==> src/rtl/pipe_hold_ctrl.sv <==
// -----------------------------------------------------------------------------
// pipe_hold_ctrl
//
// Pipeline hold/flush controller sitting between ex/rib/clint/jtag and
// pc_reg/if_id/id_ex. It merges several hold requests, each with its own
// programmable hold depth, into a single hold level. It stretches every jump
// into a multi-cycle Hold_Id flush. It runs a debug-halt FSM that drains the
// bus before it reports halted, and it counts stall cycles.
//
// Hold levels: 0 None, 1 Pc, 2 If, 3 Id (higher value freezes more stages).
//
// Ports
//   clk           in   1           rising-edge clock
//   rst           in   1           asynchronous reset, active low
//   jump_flag_i   in   1           jump request from ex
//   jump_addr_i   in   ADDR_WIDTH  jump target
//   hold_req_i    in   NUM_SRC     per-source hold request (level)
//   bus_idle_i    in   1           no outstanding bus transaction
//   dbg_halt_i    in   1           debug halt request (level)
//   dbg_resume_i  in   1           debug resume pulse
//   cnt_clr_i     in   1           synchronous clear of the stall counter
//   hold_flag_o   out  3           merged hold level
//   jump_flag_o   out  1           jump to pc_reg (combinational pass-through)
//   jump_addr_o   out  ADDR_WIDTH  jump target to pc_reg
//   dbg_halted_o  out  1           core halted and bus drained
//   stall_cnt_o   out  CNT_WIDTH   saturating count of held, non-halted cycles
// -----------------------------------------------------------------------------
module pipe_hold_ctrl #(
    parameter int                   ADDR_WIDTH   = 32,
    parameter int                   NUM_SRC      = 4,
    parameter logic [3*NUM_SRC-1:0] SRC_LEVEL    = 12'h6D9,
    parameter int                   FLUSH_CYCLES = 1,
    parameter int                   CNT_WIDTH    = 32
) (
    input  logic                  clk,
    input  logic                  rst,
    input  logic                  jump_flag_i,
    input  logic [ADDR_WIDTH-1:0] jump_addr_i,
    input  logic [NUM_SRC-1:0]    hold_req_i,
    input  logic                  bus_idle_i,
    input  logic                  dbg_halt_i,
    input  logic                  dbg_resume_i,
    input  logic                  cnt_clr_i,
    output logic [2:0]            hold_flag_o,
    output logic                  jump_flag_o,
    output logic [ADDR_WIDTH-1:0] jump_addr_o,
    output logic                  dbg_halted_o,
    output logic [CNT_WIDTH-1:0]  stall_cnt_o
);

    localparam logic [2:0] HOLD_NONE = 3'd0;
    localparam logic [2:0] HOLD_PC   = 3'd1;
    localparam logic [2:0] HOLD_ID   = 3'd3;

    localparam int            FC_W       = (FLUSH_CYCLES > 1) ? $clog2(FLUSH_CYCLES) : 1;
    localparam logic [FC_W-1:0] FLUSH_LOAD = FC_W'(FLUSH_CYCLES - 1);

    typedef enum logic [1:0] {
        ST_RUN    = 2'd0,
        ST_DRAIN  = 2'd1,
        ST_HALTED = 2'd2
    } state_t;

    function automatic logic [2:0] max_lvl(input logic [2:0] a, input logic [2:0] b);
        return (a > b) ? a : b;
    endfunction

    // Counter saturates at all-ones instead of wrapping.
    function automatic logic [CNT_WIDTH-1:0] sat_inc(input logic [CNT_WIDTH-1:0] v);
        return (&v) ? v : v + CNT_WIDTH'(1);
    endfunction

    state_t                state;
    state_t                state_nxt;
    logic [FC_W-1:0]       flush_cnt;
    logic                  flush_act;
    logic [2:0]            src_lvl;
    logic [2:0]            fsm_lvl;
    logic [2:0]            hold_merged;
    logic [CNT_WIDTH-1:0]  stall_cnt;

    // A jump restarts the flush window rather than extending it.
    always_ff @(posedge clk or negedge rst) begin
        if (!rst) begin
            flush_cnt <= '0;
        end else if (jump_flag_i) begin
            flush_cnt <= FLUSH_LOAD;
        end else if (flush_cnt != '0) begin
            flush_cnt <= flush_cnt - FC_W'(1);
        end
    end

    assign flush_act = jump_flag_i | (flush_cnt != '0);

    always_comb begin
        src_lvl = HOLD_NONE;
        for (int i = 0; i < NUM_SRC; i++) begin
            if (hold_req_i[i]) begin
                src_lvl = max_lvl(src_lvl, SRC_LEVEL[3*i +: 3]);
            end
        end
    end

    always_ff @(posedge clk or negedge rst) begin
        if (!rst) begin
            state <= ST_RUN;
        end else begin
            state <= state_nxt;
        end
    end

    // Jumps never change the debug state; they only contribute a flush.
    always_comb begin
        state_nxt = state;
        fsm_lvl   = HOLD_NONE;
        case (state)
            ST_RUN: begin
                if (dbg_halt_i) begin
                    state_nxt = ST_DRAIN;
                end
            end
            ST_DRAIN: begin
                fsm_lvl = HOLD_PC;
                if (!dbg_halt_i) begin
                    state_nxt = ST_RUN;
                end else if (bus_idle_i && !(|hold_req_i) && !flush_act) begin
                    state_nxt = ST_HALTED;
                end
            end
            ST_HALTED: begin
                fsm_lvl = HOLD_ID;
                if (dbg_resume_i && !dbg_halt_i) begin
                    state_nxt = ST_RUN;
                end
            end
            default: begin
                state_nxt = ST_RUN;
            end
        endcase
    end

    assign hold_merged = max_lvl(max_lvl(flush_act ? HOLD_ID : HOLD_NONE, src_lvl), fsm_lvl);

    // Combinational outputs are gated so that everything reads 0 during reset.
    assign hold_flag_o  = rst ? hold_merged : HOLD_NONE;
    assign jump_flag_o  = rst & jump_flag_i;
    assign jump_addr_o  = rst ? jump_addr_i : '0;
    assign dbg_halted_o = (state == ST_HALTED);

    always_ff @(posedge clk or negedge rst) begin
        if (!rst) begin
            stall_cnt <= '0;
        end else if (cnt_clr_i) begin
            stall_cnt <= '0;
        end else if ((hold_flag_o != HOLD_NONE) && (state != ST_HALTED)) begin
            stall_cnt <= sat_inc(stall_cnt);
        end
    end

    assign stall_cnt_o = stall_cnt;

endmodule

==> config.mk <==
export PLATFORM = sky130hd
export DESIGN_NAME = pipe_hold_ctrl
export DESIGN_NICKNAME = d
export VERILOG_FILES = /design/src/rtl/pipe_hold_ctrl.sv
export SDC_FILE = /design/constraint.sdc
export NUM_CORES = 1
export LEC_CHECK = 0
export BUFFER_PORTS_ARGS = -buffer_cell sky130_fd_sc_hd__buf_2
export CORE_ASPECT_RATIO = 0.75
export CORE_MARGIN = 2
export CORE_UTILIZATION = 51
export CTS_BUF_LIST = sky130_fd_sc_hd__clkbuf_16
export CTS_CLUSTER_SIZE = 8
export DETAILED_ROUTE_END_ITERATION = 16
export PLACE_DENSITY_LB_ADDON = 0.3
export SYNTH_ARGS = -nofsm -noshare
export SYNTH_HDL_FRONTEND = slang
export SYNTH_SLANG_ARGS = --single-unit
==> constraint.sdc <==
create_clock -name clk -period 7.3 [get_ports clk]
set_clock_uncertainty 0.05 [all_clocks]
set_input_delay 1.46 -clock clk [delete_from_list [all_inputs] [get_ports clk]]
set_output_delay 1.46 -clock clk [all_outputs]
set_load 0.005 [all_outputs]
==> metrics.txt, run 1 <==
Ys Warns 0; Peak Freq ~0.17 GHz; critical path type input pin to primary output; layout cells sized above 1 34.4%; reg2reg setup slack 4270 ps; Die Y 64.7 microns; DP HPWL approximately 4700 microns; syn nets 343; crit-path max cell delay around 530 ps; total global routing overflow 0; EDFF count, synth 0; via/cell ratio 5.71; PwrDens about 180 mW/mm^2; Worst Reg-to-Reg Cells 11; worst hold path class flip-flop to flip-flop; ys flop type dfrtp_1; routed len/inst 14.1 microns; Routed WL about 6400 microns; CTS tree yes; family with the most delay on the worst path simple AND/OR/NAND/NOR gates; largest net degree at the start of global routing 72; Bufs on Longest Clock Path 2; DR pass1 iterations 4; Async S/R FF share, synth 100%; final instance area about 0.0032 sq mm; Seq/Total Area, Yosys about a third; commonest non-fill, non-tap cell in the layout buf_2; Pleak between 1.5 and 2 nW; Row Count 22; Crit Path Max Fanout 6; vias in the first global route 2400; Vias 2585; Worst-path clk slew ~50 ps; r2r endpoint stall_cnt_o[12]; I/O pins around 110; Setup TNS 0 ps; Die Wd 84.9 microns; final worst setup slack between 1500 and 2000 ps; root buf cell clkbuf_16; # H-tree levels 2; Area Overhead vs Synth 28.8%; final routed DRC violation total 0; Die Area 0.00550 sq mm; cells along the critical path buf_2 -> or4_4 -> ha_1 -> and2b_4 -> o21ba_1 -> or2_2 -> ha_1 -> nor2b_1 -> o21ai_2 -> or3_1 -> a21boi_0 -> buf_2; Synth Instances 290; Worst-Margin Slew about 840 ps; Synth cell types 53; PortBufs 110; minimum clock period 5780 ps; R2R Path Start state[0]; Final period util 79.1%; Critical Path AT between 4000 and 5000 ps; Buffers & Inverters on Critical Path 2; Total GRT Usage a little under a quarter; Setup crit end kind primary output; remaining antenna violation count after routing 0; Starting Density approximately 52%; Peak VDD IR 0.123 mV; Num CTS Buffers 5; Fillers 408; Placer Congestion 0.793; PostCTS Resize Cnt 0; Final Util 67.0%; hold path cells 1; hold path start state[1]; Hold Path End state[1]; final cell count without fillers approximately 450; Worst-Skew Late Latency between 200 and 300 ps; first-pass GRT wire length 10800 microns; endpoints failing setup 0; slowest CP cell or4_4; FF+latch count, synth 34; post-place setup slack 1550 ps; n_diodes 0; initial antenna violation count 0; most frequent cells in the layout buf_2, and2_1, dfrtp_1; Nets 445; max-cap violation count 0; Power, Total 0.570 mW; placed cell count 445; synthesized area per cell around 8.6 sq um; Crit path required time 5790 ps; CTS Sinks 34; Post-DP Area 0.00307 sq mm; post-CTS setup repair buffer count 0; CTS Hold Bufs 0; DR iter-0 viols 150; status completed; pins over their slew limit 0; Synth Cell Area roughly 0.0025 sq mm; Placeable Area 0.00482 sq mm; Relative slew margins 44.0%; unrepaired setup endpoints after global routing false; Final Hold Fails 0; hold slack about 520 ps; Setup crit start kind input pin
[state kept, by name, summed over array words and instances (netlist names)]
register and count:
state 2, stall_cnt_o 32
[layout make-up]
type / count / area, sq um / share of cell area [%]
Multi-Input combinational cell: 227 / 1530 / 47.2
Sequential cell: 34 / 851 / 26.4
Timing Repair Buffer: 113 / 573 / 17.8
Clock buffer: 5 / 125 / 3.88
Tap cell: 60 / 75.1 / 2.33
Inverter: 11 / 41.3 / 1.28
Clock inverter: 3 / 37.5 / 1.16
[how the worst max path moves through the flow]
stage	end	start	depth (start not counted)
3_5_place_dp	hold_flag_o[0]	hold_req_i[1]	12
2_1_floorplan	hold_flag_o[0]	hold_req_i[1]	11
6_report	hold_flag_o[0]	hold_req_i[1]	12
3_3_place_gp	hold_flag_o[0]	hold_req_i[1]	12
4_1_cts	hold_flag_o[0]	hold_req_i[1]	12
5_1_grt	hold_flag_o[0]	hold_req_i[1]	12
[per-layer routing]
| layer | wire length [microns] | GRT usage (%) | vias to the layer above | part of all wire (%) |
|---|---|---|---|---|
| li1 | - | - | 1273 | - |
| met1 | 3050 | 33.1 | 1240 | 48 |
| met2 | 2960 | 37.9 | 67 | 46 |
| met3 | 326 | 5.22 | 5 | 5.1 |
| met4 | 39 | 6.35 | 0 | 0.61 |
| met5 | 0 | 0 | - | 0 |
[Yosys cell counts (9+ instances only)]
cell      number  share of area (%)
nand3_1       12                2.4
or4_1         17                5.1
nor2_1         9                1.3
nand2_1       18                2.7
ha_1          10                5.0
inv_1         11                1.6
a21oi_1       28                5.6
clkbuf_1      10                1.5
dfrtp_1       34                 34
and2_1        34                8.5
o31ai_1       17                5.1
[kinds of logic after synthesis]
family | Yosys count | share of synthesized area (%)
AO/OA/AOI/OAI | 68 | 18.7
XOR/XNOR | 3 | 1.05
adder cells (fa/ha/maj) | 10 | 4.99
buffers and inverters | 29 | 5.39
flip-flops | 34 | 33.9
multiplexers | 4 | 1.90
other | 1 | 0.150
AND/OR/NAND/NOR | 141 | 33.9
[worst reg2reg max path: stages, from the launching register on]
cell and delay (ps):
dfrtp_1 400, inv_1 90, ha_1 190, inv_1 100
ha_1 300, nor2b_1 170, o21ai_2 100, nor3_1 240
o21ai_2 310, buf_4 310, or4_1 530, a21oi_1 150
[power by group]
group	switching [mW]	internal (mW)	total, mW
Combinational	0.0813	0.0533	0.135
Clock	0.0744	0.158	0.233
Sequential	0.00731	0.195	0.203
Total	0.163	0.407	0.570
Power figures use the tool's default switching activity.
==> run 2: changes to the inputs <==
--- a/config.mk
+++ b/config.mk
@@ -8,7 +8,7 @@
 export BUFFER_PORTS_ARGS = -buffer_cell sky130_fd_sc_hd__buf_2
 export CORE_ASPECT_RATIO = 0.75
 export CORE_MARGIN = 2
-export CORE_UTILIZATION = 51
+export CORE_UTILIZATION = 43
 export CTS_BUF_LIST = sky130_fd_sc_hd__clkbuf_16
 export CTS_CLUSTER_SIZE = 8
 export DETAILED_ROUTE_END_ITERATION = 16
==> constraint.sdc (replaced) <==
create_clock -name clk -period 5.1 [get_ports clk]
set_clock_uncertainty 0.05 [all_clocks]
set_input_delay 1.02 -clock clk [delete_from_list [all_inputs] [get_ports clk]]
set_output_delay 1.02 -clock clk [all_outputs]
set_load 0.005 [all_outputs]
==> metrics.txt, run 2 (synthesis gave the netlist of run 1 again) <==
status completed; Sw Share 30.5%; Final period util 92.6%; Worst Reg-to-Reg Cells 8; Placeable Area ~0.0057 sq mm; max reg flops 32; total net switching power 0.238 mW; endpoints failing setup 0; Crit Path Max Fanout 5; Clock Power Share 36.4%; Die Wd 92.2 microns; hold slack 480 ps; PostCTS Resize Cnt 0; placed cell count about 470; initial antenna violation count 0; Setup crit start kind input pin; root buf cell clkbuf_16; remaining antenna violation count after routing 0; final cell count without fillers between 400 and 500; n_diodes 0; Flop pwr share around 37%; first-pass GRT wire length roughly 12000 microns; Relative slew margins 28.6%; Peak VDD IR 0.169 mV; largest net degree at the start of global routing 44; Pleak between 1.5 and 2 nW; post-CTS setup repair buffer count 0; # H-tree levels 2; Bufs on Longest Clock Path 2; Comb pwr share 26.5%; final routed DRC violation total 0; cells along the critical path buf_2 -> or4_4 -> ha_1 -> and2b_4 -> o21ba_1 -> or2_2 -> ha_1 -> nand2_1 -> o21ai_2 -> or3_1 -> a21boi_0 -> buf_2; Die Area between 0.006 and 0.007 sq mm; Num CTS Buffers 5; I/O pins 112; Starting Density 43.9%; vias in the first global route 2501; commonest non-fill, non-tap cell in the layout buf_2; critical path type input pin to primary output; Vias 2631; Worst-path clk slew about 50 ps; DR iter-0 viols 79; CTS Hold Bufs 0; CTS tree yes; Die Y between 70 and 80 microns; CTS Sinks 34; Setup TNS 0 ps; routed len/inst 14.6 microns; Placer Congestion 0.850; max-cap violation count 0; Internal 0.543 mW; DP HPWL between 5000 and 6000 microns; Setup crit end kind primary output; total global routing overflow 0; DR pass1 iterations 4; Final Hold Fails 0; Worst-Skew Late Latency between 200 and 300 ps; Nets 447; Total GRT Usage between 20% and 30%; hold path cells 1; layout cells sized above 1 between 30% and 40%; Row Count 24; minimum clock period roughly 4700 ps; PortBufs 110; pins over their slew limit 0; PwrDens 240 mW/mm^2; worst hold path class flip-flop to flip-flop; Area Overhead vs Synth 29.8%; Crit path required time between 4000 and 5000 ps; crit-path max cell delay 530 ps; Peak Freq between 0.2 and 0.25 GHz; unrepaired setup endpoints after global routing false; most frequent cells in the layout buf_2, and2_1, dfrtp_1; slowest CP cell or4_4; Critical Path AT about 3700 ps; Routed WL 6890 microns; Worst-Margin Slew between 1000 and 1500 ps; via/cell ratio 5.56
[run 2: cell types whose count changed in the layout (fill, tap and decap cells not counted), sizes merged]
| cell | previous run | this run |
|---|---|---|
| buf | 113 | 115 |
| clkinv | 0 | 2 |
| bufinv | 1 | 0 |
| inv | 13 | 12 |
[run 2: path summary, 6_finish.rpt]
path	startpoint	slack (ps)	endpoint
max in group asynchronous	rst	3770	stall_cnt_o[15]
min	state[1]	480	state[1]
max reg2reg	stall_cnt_o[0]	2060	stall_cnt_o[12]
min in group asynchronous	rst	580	stall_cnt_o[18]
max	hold_req_i[1]	380	hold_flag_o[0]
min reg2reg	state[1]	480	state[1]
[run 2: area by class of cell]
class | instances | area, sq um
Timing Repair Buffer | 115 | 601
Clock buffer | 5 | 125
Tap cell | 78 | 97.6
Inverter | 11 | 41.3
Multi-Input combinational cell | 227 | 1530
Sequential cell | 34 | 851
Clock inverter | 3 | 12.5
Fill cell | 550 | 2450
[run 2: stage by stage]
step / setup WS, ps / util [%] / cell area [sq um] / power, mW
after detailed placement: 380 / 54.6 / 3120 / 0.501
after CTS: 369 / 57.0 / 3250 / 0.787
after global placement: 444 / 54.6 / 3120 / 0.491
final: 375 / 57.0 / 3250 / 0.781
after global routing: 215 / 57.0 / 3250 / 0.825
after floorplan: 558 / - / 2510 / 0.428
[run 2: power by group through the flow]
stage	clock network [mW]	logic, mW	registers (mW)
2_1_floorplan	0	0.136	0.292
4_1_cts	0.289	0.208	0.290
3_3_place_gp	0	0.197	0.294
6_report	0.284	0.207	0.290
5_1_grt	0.300	0.234	0.291
3_5_place_dp	0	0.206	0.295
[run 2: per-layer routing]
layer / part of all wire [%] / up-vias / global-route usage (%)
li1: - / 1282 / -
met1: 47 / 1242 / 31.2
met2: 46 / 98 / 34.2
met3: 6.3 / 9 / 4.75
met4: 1.3 / 0 / 5.64
met5: 0 / - / 0
[run 2: critical path: cells and delay by family]
kind                       cells  cell delay (ps)
and+or+nand+nor                5             1390
adders and majority gates      2              590
AOI/OAI and AO/OA              3              420
buffers and inverters          2              240
==> run 3: changes to the inputs <==
--- a/config.mk
+++ b/config.mk
@@ -12,7 +12,7 @@
 export CTS_BUF_LIST = sky130_fd_sc_hd__clkbuf_16
 export CTS_CLUSTER_SIZE = 8
 export DETAILED_ROUTE_END_ITERATION = 16
-export PLACE_DENSITY_LB_ADDON = 0.3
+export PLACE_DENSITY = 0.77
 export SYNTH_ARGS = -nofsm -noshare
 export SYNTH_HDL_FRONTEND = slang
 export SYNTH_SLANG_ARGS = --single-unit
==> metrics.txt, run 3 (synthesis gave the netlist of run 1 again) <==
status completed; commonest non-fill, non-tap cell in the layout buf_2; minimum clock period approximately 4800 ps; Vias between 2000 and 3000; endpoints failing setup 0; Worst-Margin Slew 757 ps; PwrDens 243 mW/mm^2; total global routing overflow 0; Buffers & Inverters on Critical Path 2; Worst-path clk slew 50 ps; Final Util 56.8%; PostCTS Resize Cnt 0; Final Hold Fails 0; footprint of the multi-input gates 0.00153 sq mm; first-pass GRT wire length about 12000 microns; Post-DP Area 0.00310 sq mm; Bufs on Longest Clock Path 2; Crit Path Max Fanout 5; Starting Density a little over two fifths; Routed WL 7250 microns; Area Overhead vs Synth 29.3%; Total GRT Usage 23.5%; root buf cell clkbuf_16; Setup crit end kind primary output; Final period util 93.2%; hold path cells 1; Peak VDD IR 0.136 mV; CTS tree yes; Die Wd 92.2 microns; DP HPWL 5240 microns; Crit path required time roughly 4000 ps; unrepaired setup endpoints after global routing false; critical path type input pin to primary output; DR iter-0 viols 177; post-CTS setup repair buffer count 0; n_diodes 0; FF+latch area ~850 sq um; Setup crit start kind input pin; placed cell count 465; Die Y approximately 70 microns; I/O pins 112; layout cells sized above 1 34.7%; slowest CP cell or4_4; family with the most delay on the worst path simple AND/OR/NAND/NOR gates; Worst Reg-to-Reg Cells 11; Row Count 24; final cell count without fillers 473; max reg flops 32; largest net degree at the start of global routing 50; cells along the critical path buf_2 -> or4_4 -> ha_1 -> and2b_4 -> o21ba_1 -> or2_2 -> ha_1 -> nand2_1 -> o21ai_2 -> or3_1 -> a21boi_0 -> buf_2; crit-path max cell delay 540 ps; PortBufs 110; Critical Path AT 3680 ps; Pleak 1.54 nW; CTS Hold Bufs 0; routed len/inst 15.3 microns; hold path start state[1]; pins over their slew limit 0; initial antenna violation count 0; Nets 447; final routed DRC violation total 0; r2r endpoint stall_cnt_o[26]; Placeable Area 0.00571 sq mm; reg2reg setup slack 2050 ps; Worst-Skew Late Latency 290 ps; via/cell ratio 5.58; CTS Sinks 34; Peak Freq ~0.21 GHz; final instance area 0.00324 sq mm; Power, Total 0.786 mW; max-cap violation count 0; remaining antenna violation count after routing 0; R2R Path Start state[0]; Relative slew margins 49.1%; Die Area approximately 0.0065 sq mm; Setup TNS 0 ps; # H-tree levels 2; Fillers approximately 550; most frequent cells in the layout buf_2, and2_1, dfrtp_1; vias in the first global route 2474; Hold Path End state[1]; Num CTS Buffers 5; Placer Congestion 0.769; DR pass1 iterations 5; worst hold path class flip-flop to flip-flop
run 3: cell count changes in the layout (fill, tap and decap cells not counted):
cell / delta
buf_12: -1
buf_4: +1
run 3: through the flow:
stage | worst slack, ps | hold slack, ps
CTS | 346 | 504
floorplan | 558 | 441
finish | 347 | 507
global route | 191 | 534
detailed placement | 357 | 491
global placement | 428 | 475
run 3: metal layers:
layer	part of all wire, %	global-route usage [%]
met1	47	34.2
met2	46	35.4
met3	5.8	5.83
met4	1.2	5.64
met5	0	0
run 3: cell type report:
class,instances,share of cell area (%)
Timing Repair Buffer,115,18.1
Multi-Input combinational cell,227,47.1
Inverter,11,1.27
Sequential cell,34,26.3
Clock buffer,5,3.86
Clock inverter,3,0.386
Tap cell,78,3.01
run 3: worst max path at each step:
stage	start	endpoint	slack (ps)	cells after the start
finish	hold_req_i[1]	hold_flag_o[0]	350	12
global route	hold_req_i[1]	hold_flag_o[0]	190	12
CTS	hold_req_i[1]	hold_flag_o[0]	350	12
detailed placement	hold_req_i[1]	hold_flag_o[0]	360	12
global placement	hold_req_i[1]	hold_flag_o[0]	430	12
floorplan	hold_req_i[1]	hold_flag_o[0]	560	11
run 3: where the power goes:
part	switching (mW)	internal, mW	total (mW)	leakage [nW]
Clock	0.116	0.176	0.292	0.0724
Combinational	0.122	0.0819	0.203	0.992
Sequential	0.0107	0.280	0.290	0.472
